$ cat config.mk
export PLATFORM = sky130hd
export DESIGN_NAME = regfile_fwd
export DESIGN_NICKNAME = d
export VERILOG_FILES = /design/src/rtl/regfile_fwd.sv
export SDC_FILE = /design/constraint.sdc
export NUM_CORES = 2
export LEC_CHECK = 0
export BUFFER_PORTS_ARGS = -buffer_cell sky130_fd_sc_hd__buf_2
export CELL_PAD_IN_SITES_DETAIL_PLACEMENT = 1
export CELL_PAD_IN_SITES_GLOBAL_PLACEMENT = 2
export CORE_MARGIN = 2
export CORE_UTILIZATION = 26
export CTS_CLUSTER_SIZE = 30
export DETAILED_ROUTE_END_ITERATION = 16
export PLACE_DENSITY_LB_ADDON = 0.15
export SKIP_CTS_REPAIR_TIMING = 1
export SLEW_MARGIN = 20
export SYNTH_ARGS = -nofsm -noshare
export SYNTH_HDL_FRONTEND = slang
export SYNTH_SLANG_ARGS = --single-unit
$ cat constraint.sdc
create_clock -name clk -period 10.35 [get_ports clk]
set_input_delay 1.5525 -clock clk [delete_from_list [all_inputs] [get_ports clk]]
set_output_delay 1.5525 -clock clk [all_outputs]
set_load 0.01 [all_outputs]
$ cat src/rtl/regfile_fwd.sv
// Register file with a read-side forwarding network (WB and virtual-WB bypass)
// and a load scoreboard that raises a load-use hazard request toward decode.
module regfile_fwd (
    input  logic        clk,
    input  logic        rst,
    input  logic        stall,
    input  logic [4:0]  i_rs1,
    input  logic [4:0]  i_rs2,
    input  logic        i_rd_valid,
    input  logic        i_issue_load,
    input  logic [4:0]  i_issue_rdst,
    input  logic [4:0]  i_wb_rdst,
    input  logic        i_wb_reg_write_rf,
    input  logic [31:0] i_wb_mux,
    input  logic [4:0]  i_vwb_rdst,
    input  logic        i_vwb_reg_write_rf,
    input  logic [31:0] i_vwb_mux,
    output logic [31:0] o_rs1_data,
    output logic [31:0] o_rs2_data,
    output logic [1:0]  o_rs1_fwd,
    output logic [1:0]  o_rs2_fwd,
    output logic        o_hazard
);

    typedef enum logic [1:0] {
        SRC_ARRAY = 2'd0,
        SRC_WB    = 2'd1,
        SRC_VWB   = 2'd2,
        SRC_ZERO  = 2'd3
    } src_e;

    typedef struct packed {
        logic [31:0] data;
        src_e        src;
    } operand_t;

    logic [31:0] regs [1:31];
    logic [4:0]  rs1_q, rs2_q;
    logic [4:0]  rs1_eff, rs2_eff;
    logic [31:0] rs1_arr, rs2_arr;
    operand_t    rs1_sel, rs2_sel;
    logic [31:0] pending, pending_next;

    // Priority: r0, then the youngest producer (WB), then VWB, then the array.
    function automatic operand_t select_operand(
        input logic [4:0]  addr,
        input logic [31:0] arr_data,
        input logic        wb_en,
        input logic [4:0]  wb_rdst,
        input logic [31:0] wb_data,
        input logic        vwb_en,
        input logic [4:0]  vwb_rdst,
        input logic [31:0] vwb_data
    );
        operand_t op;
        if (addr == 5'd0) begin
            op = '{data: 32'd0, src: SRC_ZERO};
        end else if (wb_en && wb_rdst == addr) begin
            op = '{data: wb_data, src: SRC_WB};
        end else if (vwb_en && vwb_rdst == addr) begin
            op = '{data: vwb_data, src: SRC_VWB};
        end else begin
            op = '{data: arr_data, src: SRC_ARRAY};
        end
        return op;
    endfunction

    function automatic logic load_dep(
        input logic [4:0]  addr,
        input logic [31:0] pend,
        input logic        wb_en,
        input logic [4:0]  wb_rdst
    );
        return (addr != 5'd0) && pend[addr] && !(wb_en && wb_rdst == addr);
    endfunction

    // NOTE: the array is built from flops rather than a RAM macro so that reset
    // clears all architectural state in a single cycle.
    always_ff @(posedge clk) begin
        if (rst) begin
            for (int i = 1; i < 32; i++) begin
                regs[i] <= '0;
            end
        end else if (i_wb_reg_write_rf && i_wb_rdst != 5'd0) begin
            regs[i_wb_rdst] <= i_wb_mux;
        end
    end

    // NOTE: state is written with non-blocking assignments so every flop samples
    // pre-edge values regardless of statement order between blocks.
    always_ff @(posedge clk) begin
        if (rst) begin
            rs1_q <= '0;
            rs2_q <= '0;
        end else if (!stall) begin
            rs1_q <= i_rs1;
            rs2_q <= i_rs2;
        end
    end

    // During a stall the latched addresses keep steering the mux, so a write
    // landing mid-stall still reaches the held operand.
    // NOTE: every combinational output is assigned on all paths to avoid latches.
    always_comb begin
        rs1_eff = stall ? rs1_q : i_rs1;
        rs2_eff = stall ? rs2_q : i_rs2;
        rs1_arr = (rs1_eff == 5'd0) ? 32'd0 : regs[rs1_eff];
        rs2_arr = (rs2_eff == 5'd0) ? 32'd0 : regs[rs2_eff];
        rs1_sel = select_operand(rs1_eff, rs1_arr, i_wb_reg_write_rf, i_wb_rdst, i_wb_mux,
                                 i_vwb_reg_write_rf, i_vwb_rdst, i_vwb_mux);
        rs2_sel = select_operand(rs2_eff, rs2_arr, i_wb_reg_write_rf, i_wb_rdst, i_wb_mux,
                                 i_vwb_reg_write_rf, i_vwb_rdst, i_vwb_mux);
    end

    always_ff @(posedge clk) begin
        if (rst) begin
            o_rs1_data <= '0;
            o_rs2_data <= '0;
            o_rs1_fwd  <= SRC_ARRAY;
            o_rs2_fwd  <= SRC_ARRAY;
        end else begin
            o_rs1_data <= rs1_sel.data;
            o_rs2_data <= rs2_sel.data;
            o_rs1_fwd  <= rs1_sel.src;
            o_rs2_fwd  <= rs2_sel.src;
        end
    end

    // Set is applied after clear so a re-issued load to the register being
    // written back stays outstanding.
    always_comb begin
        pending_next = pending;
        if (i_wb_reg_write_rf) begin
            pending_next[i_wb_rdst] = 1'b0;
        end
        if (i_issue_load && !stall && i_issue_rdst != 5'd0) begin
            pending_next[i_issue_rdst] = 1'b1;
        end
        pending_next[0] = 1'b0;
    end

    always_ff @(posedge clk) begin
        if (rst) begin
            pending <= '0;
        end else begin
            pending <= pending_next;
        end
    end

    assign o_hazard = i_rd_valid &&
                      (load_dep(i_rs1, pending, i_wb_reg_write_rf, i_wb_rdst) ||
                       load_dep(i_rs2, pending, i_wb_reg_write_rf, i_wb_rdst));

endmodule

==> flow_summary.ini <==
[run_status]
status = complete, no violations

[critical_path]
cp_max_fo = 50
r2r-start = rs2_q[0]$_SDFF_PP0_
worstPathArrival_ns = 6.62
setup.worst_path.class = input port to flip-flop
cp_data_required_time_ns = 11.11
startpoint_type = input port
critPathCapture = o_rs1_data[14]$_SDFF_PP0_
r2r_slack_ns = 5.44
r2r_cells = 7
r2r-end = o_rs2_data[2]$_SDFF_PP0_
cp-end-kind = flip-flop
critPathLaunch = stall

[logic_synthesis]
synth_area_sq_um = 66280
synth-seq-cells = 1133
ys_async_sr_fraction_pct = 0
synth_edf_count = 1024
yosysMostFrequentCell = edfxtp_1
yosysUniqueCellTypes = 77
synth_top_area_share_pct = 46.39
ys.flop_type = edfxtp_1
yosys-top-cells-area = edfxtp_1, and2_1, mux4_2, nand2b_1, dfxtp_1
yosys-top-cells-count = edfxtp_1, and2_1, clkbuf_1
ys_seq_area_share_pct = 49.69
yosysTopAreaCell = edfxtp_1
yosys_warnings = 0
syn_area_per_cell_sq_um = 10.75
synth_cells = 6168

[global_routing]
grt_use_met1_pct = 39.09
grt_pass1_vias = 56010
grt_max_degree = 142
grt_pass1_wl_mm = 511.7
antenna_found_initial = 65
grt_util_all_layers_pct = 28.83
gr-max-usage-layer = met2
grtUsageMet3_pct = 3.671
use_met2_pct = 45.33
overflow = 0

[floorplanning]
io_pins = 165
die-width_microns = 508.9
row_count = 185
core_sq_um = 253700
die_h_microns = 508.9
dieArea_sq_um = 259000
start_util_pct = 26.13

[timing]
setup_viol = 0
relSlewSlack_pct = 16.72
worst_pin_slew_ns = 1.242
fin_setup_tns_ns = 0
hold_viol = 0
rsz0062_at_grt = false
fin_crit_sh_pct = 56.58
maxSlewViolCount = 0
min_period_ns = 5.856
fmax_mhz = 170.8
fin_skew_ns = 0.02907

[drt]
wl_per_cell_microns = 40.00
drtPass1Iterations = 6
wl_mm = 382.4
drc_errors = 0
viasPerCell = 5.965
vias = 57030
drtAntennaViolNets = 0
drtIter0Drc = 7057

[clock_tree]
tritoncts = yes
clock-root-buffer = clkbuf_16
cts_num_sinks = 1133
htree_levels = 4
clkTransAtPathRegs_ns = 0.06
numCtsBuffers = 148
clk_latency_ns = 0.84
clock_path_buffers = 3

[pwr]
p_leak_nw = 25.17
cellPowerDensity_nw_per_um2 = 171.5
vdd_drop_max_uv = 196.0
power_w = 0.01302

[placed_design]
io_buffers = 164
dp_hpwl_mm = 224.1
gp_routability_congestion = 0.8503

[finish]
finish.utilization_pct = 29.94
nNetsFinal = 6136
synthToLayoutAreaGrowth_pct = 14.59
drive_gt1_share_pct = 14.87

[flow_run]
drv_cap = 0

[worst_hold_path]
min_path_type = flip-flop to flip-flop
-- cell type report --
cell class | instances | area [sq um]
fillers | 27920 | 177700
flip-flops and latches | 1133 | 32940
multi-input cells | 4386 | 31480
well taps | 3366 | 4212
clock buffers | 202 | 4048
repair buffers | 352 | 2405
clock inverters | 70 | 708.2
diodes | 32 | 80.08
inverters | 19 | 75.07
-- cells in the final DEF, fill, tap and decap left out, drive strengths merged, types with 138 or more instances in the layout --
master,instances
edfxtp,1024
and2,966
nand2b,462
buf,351
nand2,343
nor2,299
a22oi,254
a21oi,243
o21ai,224
o211ai,221
clkbuf,203
mux4,187
o22ai,138
-- power by group --
group	total, W	switching, W	internal, W
combinational	0.00226	0.00160	0.000667
sequential	0.00550	0.000239	0.00526
clock	0.00526	0.00228	0.00298
total	0.0130	0.00411	0.00891
-- metal layers --
metal / wire length (microns) / part of all wire [%]
met1: 161400 / 42
met3: 28120 / 7.4
met5: 47 / 0.012
met4: 18640 / 4.9
met2: 174200 / 46
-- registers in the layout (all words and copies together) (netlist names) --
signal	cells
rs2_q	5
o_rs2_fwd	2
o_rs1_fwd	2
pending	31
rs1_q	5
o_rs2_data	32
o_rs1_data	32
regs	1024
-- worst max-delay path, stage by stage --
cell	delay, ns
buf_8	0.41
buf_4	0.61
clkinv_2	0.78
o31ai_4	0.46
buf_4	0.71
buf_4	0.68
o221ai_1	0.24
o22ai_1	0.55
o32ai_1	0.20
a21oi_1	0.17
-- stage by stage --
step	cells	hold slack (ns)	setup slack (ns)	instance area [sq um]
3_5_place_dp	9255	0.4822	3.917	71090
5_1_grt	9536	0.5058	4.500	75890
4_1_cts	9527	0.4936	4.702	75850
6_report	9560	0.4957	4.494	75950
2_1_floorplan	6199	0.4577	5.438	66390
3_3_place_gp	9254	0.4700	3.928	71050
-- how the worst min path moves through the flow --
| stage | startpoint | to | slack (ns) | cells past startpoint |
|---|---|---|---|---|
| global route | pending[3]$_SDFF_PP0_ | pending[3]$_SDFF_PP0_ | 0.51 | 2 |
| global placement | pending[28]$_SDFF_PP0_ | pending[28]$_SDFF_PP0_ | 0.47 | 2 |
| floorplan | pending[3]$_SDFF_PP0_ | pending[3]$_SDFF_PP0_ | 0.46 | 2 |
| detailed placement | pending[23]$_SDFF_PP0_ | pending[23]$_SDFF_PP0_ | 0.48 | 2 |
| CTS | pending[23]$_SDFF_PP0_ | pending[23]$_SDFF_PP0_ | 0.49 | 2 |
| finish | pending[3]$_SDFF_PP0_ | pending[3]$_SDFF_PP0_ | 0.50 | 2 |
-- cell families (layout without fill, tap and decap cells) --
kind of cell | Yosys count | count (layout) | share of synthesized area, %
other cells | 1 | 64 | 0.005658
xor+xnor | 30 | 30 | 0.3964
flops | 1133 | 1133 | 49.69
buf+inv | 680 | 643 | 4.021
simple gates | 2352 | 2352 | 19.53
compound gates | 1610 | 1610 | 17.24
mux | 362 | 362 | 9.126
Note: power is estimated with default switching activity, not from simulation.
